## config.mk

```make
export PLATFORM = sky130hd
export DESIGN_NAME = j1_boot_loader
export DESIGN_NICKNAME = d
export VERILOG_FILES = /design/src/rtl/j1_boot_pkg.sv /design/src/rtl/j1_boot_csum.sv /design/src/rtl/j1_boot_loader.sv
export SDC_FILE = /design/constraint.sdc
export NUM_CORES = 1
export LEC_CHECK = 0
export CAP_MARGIN = 20
export CORE_MARGIN = 8
export CORE_UTILIZATION = 57
export DETAILED_ROUTE_END_ITERATION = 6
export GPL_ROUTABILITY_DRIVEN = 0
export PLACE_DENSITY = 0.85
export SYNTH_ARGS = -nofsm -noshare
export SYNTH_HDL_FRONTEND = slang
export SYNTH_SLANG_ARGS = --single-unit
```

## constraint.sdc

```tcl
create_clock -name clk -period 3.84 [get_ports clk]
set_input_delay 1.152 -clock clk [delete_from_list [all_inputs] [get_ports clk]]
set_output_delay 1.152 -clock clk [all_outputs]
set_load 0.01 [all_outputs]
```

## src/rtl/j1_boot_pkg.sv

```systemverilog
// Shared types and constants for the J1 boot loader: FSM states, frame sync byte
// and the frame length legality check.
package j1_boot_pkg;

  localparam int unsigned BYTE_W = 8;
  localparam int unsigned LEN_W  = 16;
  localparam int unsigned LIM_W  = LEN_W + 1;

  localparam logic [BYTE_W-1:0] SYNC_BYTE = 8'hA5;

  typedef enum logic [2:0] {
    ST_SYNC,
    ST_LEN_HI,
    ST_LEN_LO,
    ST_DATA_HI,
    ST_DATA_LO,
    ST_CHECK,
    ST_ERR,
    ST_RUN
  } state_e;

  // A frame must carry at least one word and no more words than code RAM holds.
  function automatic logic len_bad(input logic [LEN_W-1:0] n, input int unsigned aw);
    logic [LIM_W-1:0] lim;
    lim = LIM_W'(1) << aw;
    return (n == '0) || ({1'b0, n} > lim);
  endfunction

endpackage

```

## src/rtl/j1_boot_csum.sv

```systemverilog
// 8-bit modulo-256 payload accumulator with synchronous clear and a compare
// against the received checksum byte.
module j1_boot_csum
  import j1_boot_pkg::*;
(
  input  logic              clk,
  input  logic              reset,
  input  logic              clr_i,
  input  logic              add_i,
  input  logic [BYTE_W-1:0] byte_i,
  input  logic [BYTE_W-1:0] cmp_i,
  output logic              match_c
);

  logic [BYTE_W-1:0] sum_q;

  always_ff @(posedge clk or posedge reset) begin
    if (reset) begin
      sum_q <= '0;
    end else if (clr_i) begin
      sum_q <= '0;
    end else if (add_i) begin
      sum_q <= sum_q + byte_i;
    end
  end

  assign match_c = (sum_q == cmp_i);

endmodule

```

## src/rtl/j1_boot_loader.sv

```systemverilog
// Boot sequencer: holds the J1 core in reset, loads a framed image from a byte
// stream into code RAM, verifies its checksum and then releases the core.
module j1_boot_loader
  import j1_boot_pkg::*;
#(
  parameter int unsigned WIDTH  = 16,
  parameter int unsigned ADDR_W = 13
) (
  input  logic              clk,
  input  logic              reset,
  input  logic              rx_valid,
  input  logic [BYTE_W-1:0] rx_data,
  output logic              rx_ready,
  input  logic              boot_req,
  output logic              cpu_resetq,
  output logic              code_we,
  output logic [ADDR_W-1:0] code_waddr,
  output logic [WIDTH-1:0]  code_wdata,
  output logic              busy,
  output logic              err
);

  state_e              state_q;
  logic                rx_ready_q;
  logic                cpu_resetq_q;
  logic                code_we_q;
  logic [ADDR_W-1:0]   code_waddr_q;
  logic [WIDTH-1:0]    code_wdata_q;
  logic                busy_q;
  logic                err_q;
  logic [BYTE_W-1:0]   len_hi_q;
  logic [BYTE_W-1:0]   hi_q;
  logic [LEN_W-1:0]    cnt_q;
  logic [ADDR_W-1:0]   addr_q;

  logic                rx_fire_c;
  logic [LEN_W-1:0]    len_c;
  logic                csum_clr_c;
  logic                csum_add_c;
  logic                csum_match_c;

  assign rx_fire_c  = rx_valid & rx_ready_q;
  assign len_c      = {len_hi_q, rx_data};
  assign csum_clr_c = rx_fire_c && (state_q == ST_SYNC) && (rx_data == SYNC_BYTE);
  assign csum_add_c = rx_fire_c && ((state_q == ST_DATA_HI) || (state_q == ST_DATA_LO));

  j1_boot_csum u_csum (
    .clk     (clk),
    .reset   (reset),
    .clr_i   (csum_clr_c),
    .add_i   (csum_add_c),
    .byte_i  (rx_data),
    .cmp_i   (rx_data),
    .match_c (csum_match_c)
  );

  // Frame sequencer; every output is a register updated alongside the state.
  always_ff @(posedge clk or posedge reset) begin
    if (reset) begin
      state_q      <= ST_SYNC;
      rx_ready_q   <= 1'b1;
      cpu_resetq_q <= 1'b0;
      code_we_q    <= 1'b0;
      code_waddr_q <= '0;
      code_wdata_q <= '0;
      busy_q       <= 1'b1;
      err_q        <= 1'b0;
      len_hi_q     <= '0;
      hi_q         <= '0;
      cnt_q        <= '0;
      addr_q       <= '0;
    end else begin
      code_we_q <= 1'b0;
      case (state_q)
        ST_SYNC: begin
          if (rx_fire_c && (rx_data == SYNC_BYTE)) begin
            state_q <= ST_LEN_HI;
            err_q   <= 1'b0;
            addr_q  <= '0;
          end
        end
        ST_LEN_HI: begin
          if (rx_fire_c) begin
            len_hi_q <= rx_data;
            state_q  <= ST_LEN_LO;
          end
        end
        ST_LEN_LO: begin
          if (rx_fire_c) begin
            if (len_bad(len_c, ADDR_W)) begin
              state_q    <= ST_ERR;
              err_q      <= 1'b1;
              rx_ready_q <= 1'b0;
            end else begin
              cnt_q   <= len_c;
              state_q <= ST_DATA_HI;
            end
          end
        end
        ST_DATA_HI: begin
          if (rx_fire_c) begin
            hi_q    <= rx_data;
            state_q <= ST_DATA_LO;
          end
        end
        ST_DATA_LO: begin
          // Length check guarantees addr_q only wraps after the final word.
          if (rx_fire_c) begin
            code_we_q    <= 1'b1;
            code_waddr_q <= addr_q;
            code_wdata_q <= WIDTH'({hi_q, rx_data});
            addr_q       <= addr_q + ADDR_W'(1);
            cnt_q        <= cnt_q - LEN_W'(1);
            state_q      <= (cnt_q == LEN_W'(1)) ? ST_CHECK : ST_DATA_HI;
          end
        end
        ST_CHECK: begin
          if (rx_fire_c) begin
            rx_ready_q <= 1'b0;
            if (csum_match_c) begin
              state_q      <= ST_RUN;
              cpu_resetq_q <= 1'b1;
              busy_q       <= 1'b0;
            end else begin
              state_q <= ST_ERR;
              err_q   <= 1'b1;
            end
          end
        end
        ST_ERR: begin
          state_q    <= ST_SYNC;
          rx_ready_q <= 1'b1;
        end
        ST_RUN: begin
          if (boot_req) begin
            state_q      <= ST_SYNC;
            rx_ready_q   <= 1'b1;
            cpu_resetq_q <= 1'b0;
            busy_q       <= 1'b1;
          end
        end
        default: begin
          state_q      <= ST_SYNC;
          rx_ready_q   <= 1'b1;
          cpu_resetq_q <= 1'b0;
          busy_q       <= 1'b1;
        end
      endcase
    end
  end

  assign rx_ready   = rx_ready_q;
  assign cpu_resetq = cpu_resetq_q;
  assign code_we    = code_we_q;
  assign code_waddr = code_waddr_q;
  assign code_wdata = code_wdata_q;
  assign busy       = busy_q;
  assign err        = err_q;

endmodule

```

**Yosys cells after proc, flatten, opt, wreduce, memory -nomap -nowiden**

Index checks and enable logic that the tools add are counted.

- Div/mod/pow operators: 0
- Order comparisons: 1
- Shift operators: 0
- Equality and inequality tests: 21
- Reduce and logical (&&, ||, !) cells: 23
- $mul: 0
- Add/sub/neg operators: 3
- Bitwise gates (word level): 1
- Multiplexer cells: 40

Operators by type and width:

| kind | count |
|---|---|
| $mux W16 | 3 |
| $pmux W16 S2 | 1 |
| $mux W3 | 9 |
| $mux W13 | 2 |
| $pmux W13 S2 | 1 |
| $pmux W3 S8 | 1 |
| $ne A2 B2 Y1 const B | 10 |
| $mux W1 | 17 |
| $eq A16 B1 Y1 const B | 1 |
| $gt A16 B14 Y1 const B | 1 |
| $logic_not A16 Y1 | 1 |
| $mux W8 | 2 |
| $sub A16 B1 Y16 const B | 1 |
| $add A13 B1 Y13 const B | 1 |
| $eq A3 B3 Y1 const B | 4 |
| $add A8 B8 Y8 | 1 |
| $eq A8 B8 Y1 | 1 |
| $eq A8 B8 Y1 const B | 1 |
| $reduce_and A4 Y1 | 2 |
| $reduce_bool A2 Y1 | 4 |
| $reduce_and A7 Y1 | 1 |
| $eq A3 B2 Y1 const B | 2 |
| $reduce_and A2 Y1 | 3 |
| $reduce_and A6 Y1 | 1 |
| 13 further kinds | 18 |

- Input bits: 12
- Memory bits (writable): 0
- Latch bits: 0
- Memories kept: 0
- Register bits after elaboration: 90
- Output and inout bits: 34
- Logic and storage cells: 102
- Bits in read-only memories: 0

**Logic depth before layout (Yosys ltp)**

Gate-level depths: netlist of run 1.

- Depth in word-level cells: 5
- Depth in mapped cells: 8
- Mapped depth without buffers: 8

**Modules after synthesis**

Synthesis of run 1 repeated with hierarchy kept, for this count alone.

- Cell total of the unflattened synthesis: 485
- Area total of the unflattened synthesis: 4807.1 sq um

Modules (own cells, without submodules):

| module | area each (sq um) | cells an instance | instances | seq. area each (sq um) |
|---|---|---|---|---|
| j1_boot_loader | 4037.6 | 408 | 1 | 2054.5 |
| j1_boot_csum | 769.5 | 77 | 1 | 200.2 |

**Worst setup path before layout of run 1**

No wires, ideal clock.

- Kind: input -> register
- From: input rx_data[2]
- To: register err_q, in the netlist err
- Data required time: 3.719 ns
- Data arrival time: 2.674 ns
- Setup time: 0.121 ns
- Stages: 6
- Slack: 1.045 ns
- Buffers on the path: 0
- Path through: ha_1 -> or4_1 -> nor4_1 -> inv_1 -> and2_1 -> a22o_1

- Longest elaborated chain between the ends: 4
- Elaborated cells between the ends (all ways): 10
- Those cells by class: order compare: 1; eq/ne: 5; reduce/logical: 4

RTL lines:

| element | line | RTL |
|---|---|---|
| from (decl) | j1_boot_loader.sv:12 | `input logic [BYTE_W-1:0] rx_data,` |
| $gt A16 B14 Y1 (tied with other cells) | j1_boot_pkg.sv:26 | `return (n == '0) \|\| ({1'b0, n} > lim);` |
| $logic_or A1 B1 Y1 or $logic_and A1 B1 Y1 (tied branches) | j1_boot_pkg.sv:26, j1_boot_loader.sv:76 |  |
| $ne A2 B2 Y1 (no line) or $ne A2 B1 Y1 (tied branches) | -- |  |
| $reduce_and A6 Y1 (no line) * | -- |  |
| to (signal assigned) | j1_boot_loader.sv:67 | `err_q <= 1'b0;` |
| to (signal assigned) | j1_boot_loader.sv:78 | `err_q <= 1'b0;` |
| to (signal assigned) | j1_boot_loader.sv:92 | `err_q <= 1'b1;` |
| to (decl) | j1_boot_loader.sv:30 | `logic err_q;` |

Mark *: on every way between the ends. The rest lies on a longest branch, timed or not.
A chain may end at the register's enable or synchronous reset.

**Final worst setup path of run 1**

- From: input rx_data[4]
- To: register err_q, in the netlist err

Same word-level chain as after synthesis.

==> out/qor.yml, run 1 <==
clock_tree:
  htreeDepth: 3
  cts_tree: "yes"
  numCtsBuffers: 9
  postCtsSetupBuffers: 0
  hold_buffers: 0
  clock_latency_ns: 0.36
  clockBufferDepth: 2
  path_clk_slew_ns: 0.10
  cts_root_buf: "clkbuf_8"
  cts_resized: 0
  clock_sinks: 90
sta:
  fmax_mhz: 311
  tightest_slew_ns: 0.582
  period_minus_slack_ns: 3.22
  hold_viol_final: 0
  period_share_pct: 83.8
  fin_skew_ns: 0.0112
  drv_slew: 0
  rsz0062_at_grt: "false"
  setup_viol: 0
  relSlewSlack_pct: 61.2
  hold_ws_ns: 0.478
  worst_slack_ns: 0.621
  fin_tns_setup_ns: 0
cells_and_area:
  fin_area_um2: 5330
  drive_gt1_share_pct: 12.1
  final_nets: 554
  final_util_pct: 68.9
  synthToLayoutAreaGrowth_pct: 17.4
  fin_cells: 637
  layout.cells.most_common: "nand2_1"
  diodes: 0
  final_cell_mix: "nand2_1, dfrtp_1, clkdlybuf4s50_1, a21oi_1, nor2_1"
power:
  p_leak_nw: 2.41
  p_per_area_nw_per_um2: 692
  ir_worst_vdd_uv: 540
  total_power_mw: 3.69
synthesis:
  async_flop_share_pct: 100
  synth-seq-cells: 90
  yosys_warnings: 0
  avgSynthCellArea_um2: 9.41
  yosysSeqAreaShare_pct: 49.7
  synth-edff-count: 0
  netlist-cell-type-count: 62
  mappedNetlistNets: 505
  synth_top_area_share_pct: 48.5
  synthCells: 482
  synthTopCellsByArea: "dfrtp_1, nand2_1, mux2_2"
  syn_area_um2: 4540
  synth_ff_type: "dfrtp_1"
  yosysTopAreaCell: "dfrtp_1"
grt:
  grt.overflow.total: 0
  grt_pass1_wl_um: 19100
  grt_pass1_vias: 3863
  grt_max_degree: 91
  antenna_found_initial: 0
  grtUsageTotal_pct: 21.0
routing:
  wl_per_cell_um: 17.9
  dr.max_layer_used: "met4"
  vias: 3749
  drc: 0
  drt_pre_antenna_iters: 5
  wl_met3_um: 775
  wl_met1_um: 4920
  drt_wl_total_um: 11400
  ant_nets: 0
  wl_met2_um: 5520
  viasPerCell: 5.89
  drt-initial-drc-count: 175
die:
  fp.coreArea_um2: 7730
  die_x_um: 105
  chipHeight_um: 105
  boundaryPins: 46
  row_count: 32
  start_util_pct: 58.7
  dieArea_um2: 11100
job:
  cap_violations: 0
worst_setup_path:
  critPathArrivalTime_ns: 3.47
  start_kind: "primary input"
  cp_num_buf_inv: 2
  required_ns: 4.09
  cp_max_fo: 6
  cp_slowest_cell: "clkdlybuf4s50_1"
  cp_slowest_stage_delay_ns: 0.67
  path_class: "primary input to flip-flop"
  path_cells: "clkdlybuf4s50_1 -> ha_1 -> or4_1 -> nor4_1 -> inv_1 -> and2_1 -> a22o_1"
  cp-end-kind: "flip-flop"
  cp_top_family: "simple AND/OR/NAND/NOR gates"
hold_path:
  hold_path.class: "flip-flop to flip-flop"
placement:
  post-place-ws_ns: 0.266
  hpwl_um: 7930
  io_buffers: 45
  placed_area_um2: 5130
  dp_cells: 622
outcome:
  outcome: "complete, no violations"
[area by class of cell]
class	count	area, um^2
clock inverter	6	75.1
sequential	90	2250
timing repair buffer	60	576
inverter	11	42.5
clock buffer	9	124
multi-input combinational	359	2130
tap	102	128
fill	564	2400
[sequential cells by signal, summed over array words and instances, names as in the netlist, 3 cells and up]
name and cells:
code_wdata 16, addr_q 13, cnt_q 16, state_q 3, code_waddr 13, hi_q 8, u_csum.sum_q 8, len_hi_q 8
[per-layer routing]
metal | track usage [%] | vias up
met5 | 0 | -
li1 | - | 1772
met3 | 5.79 | 17
met4 | 7.34 | 0
met2 | 34.2 | 131
met1 | 26.4 | 1829
[Yosys cell counts, types with 3 or more instances]
cell,instances
o22ai_1,6
a22o_1,3
dfrtp_1,88
nor2_1,27
nand2_1,125
mux2_2,16
xnor2_1,7
o21ai_0,20
a21oi_1,34
nand4_1,4
inv_1,10
or3_1,3
and4_1,4
buf_2,5
nand3_1,14
xor2_1,11
nor2b_1,3
nand2b_1,6
nor4_1,5
ha_1,10
or4_1,5
clkbuf_1,13
and2_1,4
mux2i_1,3
a31oi_1,3
nor3_1,6
[where the power goes]
| part | switching [mW] | internal [mW] | total, mW |
|---|---|---|---|
| Combinational | 0.688 | 0.679 | 1.37 |
| Clock | 0.359 | 0.307 | 0.666 |
| Sequential | 0.356 | 1.30 | 1.66 |
[final timing paths]
check | from | to | slack, ns | cells after the start
worst max-delay path | rx_data[4] | err | 0.62 | 7
worst min-delay path | hi_q[2] | code_wdata[10] | 0.48 | 2
worst max register to register | state_q[2] | addr_q[11] | 1.24 | 8
worst min register to register | hi_q[2] | code_wdata[10] | 0.48 | 2
max in group asynchronous | reset | rx_ready | 2.24 | 3
min in group asynchronous | reset | code_wdata[0] | 1.21 | 3
[worst min-delay path: stages, from the launching register on]
cell and delay [ns]:
dfrtp_1 0.35, nand2_1 0.05, nand2_1 0.05
[kinds of logic after synthesis]
family / Yosys count / share of synthesized area, %
buf+inv: 33 / 3.39
fa+ha+maj: 11 / 3.20
mux: 20 / 4.96
xor+xnor: 18 / 3.47
compound gates: 88 / 12.0
simple gates: 222 / 23.2
flops: 90 / 49.7
Note: power is estimated with default switching activity, not from simulation.
==> run 2: changes to the inputs <==
==> constraint.sdc (replaced) <==
create_clock -name clk -period 3 [get_ports clk]
set_input_delay 0.9 -clock clk [delete_from_list [all_inputs] [get_ports clk]]
set_output_delay 0.9 -clock clk [all_outputs]
set_load 0.01 [all_outputs]
==> out/qor.yml, run 2 (synthesis results as in run 1) <==
sta:
  hold_viol_final: 0
  hold_ws_ns: 0.478
  rsz0062_at_grt: "false"
  period_minus_slack_ns: 2.92
  tightest_slew_ns: 0.657
  fin_skew_ns: 0.0146
  period_share_pct: 97.2
  drv_slew: 0
  fmax_mhz: 343
  setup_viol: 0
  relSlewSlack_pct: 56.1
  fin_tns_setup_ns: 0
cells_and_area:
  diodes: 0
  layout.cells.most_common: "nand2_1"
  drive_gt1_share_pct: 15.9
  fin_cells: 662
  final_cell_mix: "nand2_1, dfrtp_1, clkdlybuf4s50_1, buf_4, a21oi_1"
  final_nets: 578
  synthToLayoutAreaGrowth_pct: 21.9
grt:
  grt_pass1_wl_um: 20000
  grt.overflow.total: 0
  grt_pass1_vias: 4014
  grt_max_degree: 37
  antenna_found_initial: 0
  grtUsageTotal_pct: 22.0
die:
  die_x_um: 105
  start_util_pct: 58.7
  boundaryPins: 46
  row_count: 32
  fp.coreArea_um2: 7730
  dieArea_um2: 11100
  chipHeight_um: 105
clock_tree:
  clock_latency_ns: 0.36
  cts_tree: "yes"
  path_clk_slew_ns: 0.09
  cts_root_buf: "clkbuf_8"
  hold_buffers: 0
  clockBufferDepth: 2
  numCtsBuffers: 9
  postCtsSetupBuffers: 0
  htreeDepth: 3
  cts_resized: 0
  clock_sinks: 90
worst_setup_path:
  required_ns: 3.27
  cp_slowest_stage_delay_ns: 0.58
  cp_slowest_cell: "clkdlybuf4s50_1"
  cp_max_fo: 3
  critPathArrivalTime_ns: 3.19
  cp-end-kind: "flip-flop"
  start_kind: "primary input"
  critPathMostFrequentCell: "mux2i_1"
  path_class: "primary input to flip-flop"
  path_cells: "clkdlybuf4s50_1 -> ha_1 -> a21oi_1 -> nor2b_1 -> a311o_1 -> o31ai_1 -> mux2i_1 -> mux2i_1"
job:
  cap_violations: 0
hold_path:
  hold_path.class: "flip-flop to flip-flop"
routing:
  drc: 0
  wl_per_cell_um: 17.7
  viasPerCell: 5.86
  drt_pre_antenna_iters: 4
  vias: 3880
  ant_nets: 0
  drt_wl_total_um: 11700
  drt-initial-drc-count: 216
power:
  p_leak_nw: 2.53
  total_power_mw: 4.80
  ir_worst_vdd_uv: 518
  p_per_area_nw_per_um2: 868
placement:
  io_buffers: 45
  hpwl_um: 8470
  dp_cells: 646
outcome:
  outcome: "complete, no violations"
## run 2: area by class of cell
class / count / area [um^2]
Clock buffer: 10 / 128
Clock inverter: 6 / 66.3
Fill cell: 520 / 2200
Inverter: 11 / 45.0
Multi-Input combinational cell: 359 / 2130
Sequential cell: 90 / 2250
Tap cell: 102 / 128
Timing Repair Buffer: 84 / 781
## run 2: where the power goes
group          switching [mW]  internal [mW]
clock                   0.433          0.389
sequential              0.453           1.66
combinational           0.918          0.943
## run 2: final timing paths
| check | from | end | slack, ns | depth (start not counted) |
|---|---|---|---|---|
| min in group asynchronous | reset | code_waddr[8] | 0.96 | 2 |
| max | rx_data[1] | u_csum.sum_q[7] | 0.08 | 8 |
| min reg2reg | hi_q[1] | code_wdata[9] | 0.48 | 2 |
| max in group asynchronous | reset | rx_ready | 1.38 | 3 |
| min | hi_q[1] | code_wdata[9] | 0.48 | 2 |
| max reg2reg | state_q[1] | cnt_q[10] | 0.60 | 6 |
## run 2: per-stage QoR
step                      util (%)  setup WS, ns  cell area, um^2
final                         71.6        0.0831             5530
after global placement        69.1        -0.124             5340
after floorplan                  -         0.457             4540
after global routing          71.6        0.0293             5530
after detailed placement      69.1        -0.216             5340
after CTS                     71.6         0.129             5530
## run 2: worst max-delay path: cells and delay by family
family	cells	cell delay, ns
AOI/OAI and AO/OA	3	0.86
adders and majority gates	1	0.28
and+or+nand+nor	1	0.09
muxes	2	0.47
buffers and inverters	1	0.58
## run 2: metal layers
layer	part of all wire [%]	GRT usage, %	vias up
li1	-	-	1810
met1	42	27.8	1913
met2	49	35.7	134
met3	6.2	5.54	23
met4	2.1	8.26	0
met5	0	0	-
==> run 3: changes to the inputs <==
--- a/config.mk
+++ b/config.mk
@@ -5,11 +5,13 @@
 export SDC_FILE = /design/constraint.sdc
 export NUM_CORES = 1
 export LEC_CHECK = 0
+export ABC_AREA = 0
 export CAP_MARGIN = 20
 export CORE_MARGIN = 8
 export CORE_UTILIZATION = 57
 export DETAILED_ROUTE_END_ITERATION = 6
 export GPL_ROUTABILITY_DRIVEN = 0
+export GPL_TIMING_DRIVEN = 0
 export PLACE_DENSITY = 0.85
 export SYNTH_ARGS = -nofsm -noshare
 export SYNTH_HDL_FRONTEND = slang
==> out/qor.yml, run 3 (synthesis results as in run 1) <==
outcome:
  outcome: "complete, no violations"
routing:
  ant_nets: 0
  drt_pre_antenna_iters: 5
  wl_met3_um: 845
  wl_per_cell_um: 17.9
  viasPerCell: 5.95
  vias: 3836
  wl_met1_um: 4790
  wl_met2_um: 5690
  drc: 0
  dr.max_layer_used: "met4"
  drt_wl_total_um: 11600
  drt-initial-drc-count: 217
hold_path:
  hp-start: "hi_q[3]"
  worstHoldPathCells: 2
  hold_path.class: "flip-flop to flip-flop"
  holdPathEnd: "code_wdata[11]"
sta:
  drv_slew: 0
  tightest_slew_ns: 0.656
  relSlewSlack_pct: 56.1
  worst_slack_ns: 0.0891
  period_minus_slack_ns: 2.91
  setup_viol: 0
  fin_skew_ns: 0.00877
  hold_viol_final: 0
  rsz0062_at_grt: "false"
  period_share_pct: 97.0
  fin_tns_setup_ns: 0
  fmax_mhz: 344
grt:
  grtUsageTotal_pct: 21.2
  grt_pass1_vias: 3880
  grt_pass1_wl_um: 19100
  antenna_found_initial: 0
  grt.overflow.total: 0
  grt_max_degree: 39
worst_setup_path:
  rr_worst_depth: 8
  path_class: "primary input to flip-flop"
  cp_slowest_stage_delay_ns: 0.55
  regToRegSetupSlack_ns: 0.63
  cp_slowest_cell: "or4_1"
  reg2reg_to: "addr_q[11]"
  start_kind: "primary input"
  reg2reg_from: "state_q[0]"
  cp-end-kind: "flip-flop"
  required_ns: 3.26
  cp_max_fo: 6
  path_cells: "dlygate4sd2_1 -> ha_1 -> or4_1 -> nor4_1 -> inv_1 -> and2_1 -> a22o_1"
  critPathArrivalTime_ns: 3.17
placement:
  post-place-ws_ns: -0.535
  hpwl_um: 8210
  placed_area_um2: 5150
  io_buffers: 44
power:
  p_per_area_nw_per_um2: 885
  p_leak_nw: 2.42
  total_power_mw: 4.74
  ir_worst_vdd_uv: 521
cells_and_area:
  fill_cells: 565
  final_nets: 562
  layout.cells.most_common: "nand2_1"
  final_cell_mix: "nand2_1, dfrtp_1, clkdlybuf4s50_1, a21oi_1, nor2_1"
  drive_gt1_share_pct: 11.2
  diodes: 0
  fin_area_um2: 5350
  synthToLayoutAreaGrowth_pct: 18.0
die:
  dieArea_um2: 11100
  chipHeight_um: 105
  boundaryPins: 46
  fp.coreArea_um2: 7730
  start_util_pct: 58.7
  die_x_um: 105
  row_count: 32
job:
  cap_violations: 0
clock_tree:
  clock_latency_ns: 0.37
  cts_tree: "yes"
  clockBufferDepth: 2
  hold_buffers: 0
  cts_root_buf: "clkbuf_8"
  path_clk_slew_ns: 0.09
  numCtsBuffers: 9
  clock_sinks: 90
  htreeDepth: 3
run 3: cell types whose count changed in the layout (fill, tap and decap cells not counted), sizes merged:
cell,previous run,this run
buf,39,9
clkbuf,10,24
clkdlybuf4s50,45,37
dlygate4sd2,0,5
clkinv,5,3
dlymetal6s2s,0,2
clkinvlp,1,2
inv,10,11
run 3: through the flow:
stage,std cells,util [%],hold slack (ns)
after floorplan,482,-,0.433
after global placement,628,66.1,0.443
after detailed placement,630,66.6,0.465
after CTS,645,69.1,0.477
after global routing,645,69.3,0.497
final,645,69.3,0.480
run 3: how the worst max path moves through the flow:
stage	end	cells past startpoint	from	slack (ns)
final	err	7	rx_data[4]	0.09
after CTS	cnt_q[0]	7	rx_data[0]	0.005
after detailed placement	err	7	rx_data[4]	-0.54
after floorplan	err	6	rx_data[2]	0.46
after global routing	err	7	rx_data[4]	0.02
after global placement	err	7	rx_data[4]	-0.50
run 3: power breakdown:
| part | internal (mW) | switching [mW] |
|---|---|---|
| registers | 1.66 | 0.365 |
| logic | 0.888 | 0.990 |
| clock network | 0.384 | 0.446 |
| total | 2.94 | 1.80 |
run 3: per-layer routing:
metal	vias to the layer above	GRT usage [%]
met5	-	0
met4	0	9.99
met3	26	4.26
met2	148	34.7
met1	1881	26.4
li1	1781	-
run 3: timing repair:
| item | CTS | global route |
|---|---|---|
| endpoints found under the hold margin | 0 | 0 |
| endpoints found under the setup margin | 23 | 12 |
| buffers inserted | 0 | 0 |
| resized for setup | 7 | 3 |
run 3: area by class of cell:
type / count / area [um^2] / area share [%]
Buffer: 22 / 115 / 2.15
Tap cell: 102 / 128 / 2.38
Timing Repair Buffer: 46 / 479 / 8.95
Sequential cell: 90 / 2250 / 42.1
Clock inverter: 6 / 65.1 / 1.22
Multi-Input combinational cell: 359 / 2140 / 40.0
Clock buffer: 9 / 124 / 2.31
Inverter: 11 / 45.0 / 0.842
run 3: worst max-delay path: cells and delay by family:
kind / cells / cell delay [ns]
buffers and inverters: 2 / 0.62
adders and majority gates: 1 / 0.36
AOI/OAI and AO/OA: 1 / 0.20
and+or+nand+nor: 3 / 1.09
